### src/rtl/offset_range_check.sv
// offset_range_check: unsigned inclusive window comparator [low, low+delta] with registered edge flags
module offset_range_check #(
    parameter int WIDTH = 32
) (
    input  logic             clock,
    input  logic             reset,
    input  logic [WIDTH-1:0] low,
    input  logic [WIDTH-1:0] delta,
    input  logic [WIDTH-1:0] val,
    output logic             is_between,
    output logic             below,
    output logic             above,
    output logic             at_start,
    output logic             at_end,
    output logic             in_q,
    output logic             entered,
    output logic             exited
);
    logic [WIDTH:0] hi;
    always_comb begin
        hi         = {1'b0, low} + {1'b0, delta};
        below      = val < low;
        above      = {1'b0, val} > hi;
        is_between = ~below & ~above;
        at_start   = val == low;
        at_end     = {1'b0, val} == hi;
    end
    always_ff @(posedge clock or negedge reset) begin
        if (!reset) begin
            in_q    <= 1'b0;
            entered <= 1'b0;
            exited  <= 1'b0;
        end else begin
            in_q    <= is_between;
            entered <= is_between & ~in_q;
            exited  <= ~is_between & in_q;
        end
    end
endmodule

### config.mk
export PLATFORM = sky130hd
export DESIGN_NAME = offset_range_check
export DESIGN_NICKNAME = d
export VERILOG_FILES = /design/src/rtl/offset_range_check.sv
export SDC_FILE = /design/constraint.sdc
export NUM_CORES = 1
export LEC_CHECK = 0
export BUFFER_PORTS_ARGS = -buffer_cell sky130_fd_sc_hd__buf_2
export CAP_MARGIN = 20
export CORE_ASPECT_RATIO = 1.25
export CORE_UTILIZATION = 54
export DETAILED_ROUTE_END_ITERATION = 6
export PLACE_DENSITY = 0.91
export SLEW_MARGIN = 20
export SYNTH_ARGS = -nofsm -noshare
export SYNTH_HDL_FRONTEND = slang
export SYNTH_SLANG_ARGS = --single-unit
### constraint.sdc
create_clock -name clock -period 3.9 [get_ports clock]
set_input_delay 0 -clock clock [delete_from_list [all_inputs] [get_ports clock]]
set_output_delay 0 -clock clock [all_outputs]
set_load 0.02 [all_outputs]
==> metrics.md <==
| Metric | Value |
|---|---|
| Status | `finished clean` |
| FILL cells | `about 500` |
| Skew-Pair Late Insertion Delay | `0.22 ns` |
| Non-filler cells, final | `680` |
| Sequential-to-total area share from yosys stat | `0.02199` |
| Initial DRC count | `between 200 and 300` |
| Most frequent cells in the layout | `buf_2, ha_1, inv_1` |
| YS warnings | `0` |
| Clock Pin Slew Worst Setup and Hold Paths | `0.03 ns` |
| EDFF count, synth | `0` |
| Crit-path max FO | `3` |
| Slew HR | `0.5931` |
| Synth Instances | `467` |
| Comb power frac | `0.850` |
| Die width | `73.11 µm` |
| Period utilization | `0.9693` |
| Most used cell, CP | `buf_4` |
| DRT antenna net count | `0` |
| Met2 GRT Util | `0.5957` |
| Layout cells sized above 1 | `0.2538` |
| Synthesis-to-finish area growth | `27.46%` |
| GRT met3 Usage | `0.02121` |
| Slowest CP cell | `fa_2` |
| Setup crit end kind | `output pin` |
| Hold Crit Class | `in -> async` |
| CTS tree | `done` |
| Initial antenna violation count | `0` |
| Storage cell area | `75.07 µm²` |
| GR Util met1 | `0.3495` |
| Final worst slack | `about 0.12 ns` |
| Synthesized area per cell | `7.309 µm²` |
| Internal | `0.0004663 W` |
| Synth Flop Type | `dfrtp_1` |
| Clock Path Buffers | `2` |
| Post-Syn Area | `3413 µm²` |
| Synth cell types | `51` |
| Post-layout min period | `3.780 ns` |
| Critical path's largest stage delay | `approximately 0.37 ns` |
| Total Routing Usage GR | `0.3191` |
| CP cell instances | `buf_2 > ha_1 > fa_2 > a211oi_2 > nor4b_4 > o31ai_2 > o31a_1 > o211ai_1 > a21oi_1 > xor2_1 > ha_1 > a21o_1 > a21o_1 > a21oi_1 > o21ai_1 > buf_4 > o21ai_0 > a31oi_1 > buf_4 > a21oi_2 > buf_4` |
| CTS H-Tree Depth | `1` |
| Worst clock skew | `0.0001157 ns` |
| Pre-CTS setup slack | `-0.1225 ns` |
| Most used routing layer | `met2` |
| DR vias/cell | `6.050` |
| Clock sink total | `3` |
| Synth async-reset ratio | `1.000` |
| WHS | `0.1429 ns` |
| First-pass GRT wire length | `17310 µm` |
| N_diodes | `0` |
| Boundary Pins | `~110` |
| Worst-Margin Slew | `0.6057 ns` |
| CP Data Required Time | `3.90 ns` |
| Clock Root Buffer | `clkbuf_8` |
| NetSw | `0.0004466 W` |
| Number of synthesized register bits | `3` |
| CP Launch Type | `primary input` |
| Nets | `around 790` |
| Multi-input logic area | `roughly 3200 µm²` |
| Num CTS Buffers | `3` |
| Sw Ratio | `0.4892` |
| # port buffers | `between 100 and 150` |
| Die Area | `6645 µm²` |
| Cell count after placement | `672` |
| Arrival @ worst endpoint | `between 3 and 4 ns` |
| Core Area | `6126 µm²` |
| GPL Wtd Cong | `between 0.9 and 1` |
| P_leak | `2.369 nW` |
| Routed wire length | `10580 µm` |
| Vias | `slightly above 4000` |
| Clk pwr share | `0.104` |
| F_max | `264.5 MHz` |
| Residual DRC | `0` |
| Num rows | `32` |
| Most common cell after layout, fill and taps aside | `buf_2` |
| GRT overflow | `0` |
| Pin count of the biggest net entering global routing | `12` |
| Syn_nets | `around 660` |
| Die height | `between 90 and 100 µm` |
| Drt wl/cell | `15.56 µm` |
| DR pass1 iterations | `5` |
| DP Wirelength | `between 8000 and 9000 µm` |
| Max-cap violations | `0` |
| Number of global-route vias before repair | `4209` |
| Sequential share of power | `0.046` |
| PD cells | `~210 nW/µm²` |
| Final Hold Fails | `0` |
| Starting Density | `0.5572` |
| Final setup fails | `0` |
| Slew Limit Fails | `0` |
| Fin Setup TNS | `0 ns` |
| IR drop worst, VDD | `between 90 and 100 µV` |
| CP Class | `in -> out` |
[metal layers]
| metal | wire length, µm | part of all wire |
|---|---|---|
| met5 | 0 | 0 |
| met4 | 506 | 0.048 |
| met3 | 500 | 0.047 |
| met2 | 5454 | 0.52 |
| met1 | 4120 | 0.39 |
[power by group through the flow]
stage	registers, W	logic, W	clock network, W
after global routing	0.0000424	0.000864	0.0000991
after CTS	0.0000419	0.000729	0.0000954
final	0.0000422	0.000776	0.0000947
after floorplan	0.0000506	0.000466	0
after detailed placement	0.0000424	0.000715	0
after global placement	0.0000422	0.000686	0
[registers in the layout, indices dropped and copies added (netlist names)]
register  flops
entered       1
exited        1
in_q          1
[cell usage after synthesis, types with 3 or more instances]
| library cell | instances | share of area |
|---|---|---|
| nor3_1 | 8 | 0.012 |
| and2_1 | 3 | 0.0055 |
| inv_1 | 48 | 0.053 |
| dfrtp_1 | 3 | 0.022 |
| nand2b_1 | 8 | 0.015 |
| nor4_1 | 3 | 0.0055 |
| a21oi_1 | 46 | 0.067 |
| o21a_1 | 8 | 0.018 |
| clkbuf_1 | 8 | 0.0088 |
| nand3_1 | 13 | 0.019 |
| a311oi_1 | 4 | 0.010 |
| a21o_1 | 30 | 0.066 |
| a31oi_1 | 5 | 0.0092 |
| ha_1 | 96 | 0.35 |
| o21ai_0 | 28 | 0.041 |
| xnor2_1 | 15 | 0.038 |
| nor2_1 | 26 | 0.029 |
| xor2_1 | 7 | 0.018 |
| nor2b_1 | 12 | 0.022 |
| nand4_1 | 15 | 0.027 |
| and3_1 | 3 | 0.0055 |
| nand2_1 | 29 | 0.032 |
| o21bai_1 | 4 | 0.0088 |
| a211oi_1 | 6 | 0.013 |
[what timing repair did]
item / 4_1_cts / 5_1_grt
setup endpoints to repair: 2 / 5
buffers inserted: 1 / 2
pin swaps: 1 / 11
hold endpoints to repair: 3 / 0
resized for setup: 3 / 22
hold buffers: 1 / 0
[path summary, 6_finish.rpt]
path / start / endpoint / slack [ns] / cells past startpoint
min in group clock: delta[31] / in_q / 0.45 / 5
worst min-delay path: reset / entered / 0.14 / 2
worst min register to register: in_q / entered / 0.52 / 1
max in group asynchronous: reset / exited / 3.65 / 2
worst max-delay path: low[0] / is_between / 0.12 / 21
worst max register to register: in_q / exited / 2.97 / 2
[metrics by stage]
stage | area, µm² | util | total power, W
after detailed placement | 4188 | 0.6836 | 0.0007573
after global routing | 4350 | 0.7102 | 0.001005
after floorplan | 3413 | - | 0.0005168
final | 4350 | 0.7102 | 0.0009129
after CTS | 4260 | 0.6955 | 0.0008659
after global placement | 4188 | 0.6836 | 0.0007279
[critical path: cells and delay by family]
family	cells	cell delay (ns)
and+or+nand+nor	1	0.09
AOI/OAI and AO/OA	12	2.06
adders and majority gates	3	0.85
buffers and inverters	4	0.60
xor gates and xnor gates	1	0.18
[logic make-up after synthesis]
logic type | after synthesis | synth area share
AOI/OAI and AO/OA | 158 | 0.3024
and+or+nand+nor | 129 | 0.1939
adders and majority gates | 97 | 0.3578
buffers and inverters | 56 | 0.06158
xor gates and xnor gates | 22 | 0.05645
DFF | 3 | 0.02199
muxes | 2 | 0.005865
[cell type report]
| cell class | instances | share of cell area |
|---|---|---|
| multi-input combinational | 408 | 0.7380 |
| timing repair buffer | 132 | 0.1685 |
| inverter | 48 | 0.04142 |
| tap | 85 | 0.02445 |
| sequential | 3 | 0.01726 |
| clock buffer | 4 | 0.01035 |
Note: power is estimated with default switching activity, not from simulation.
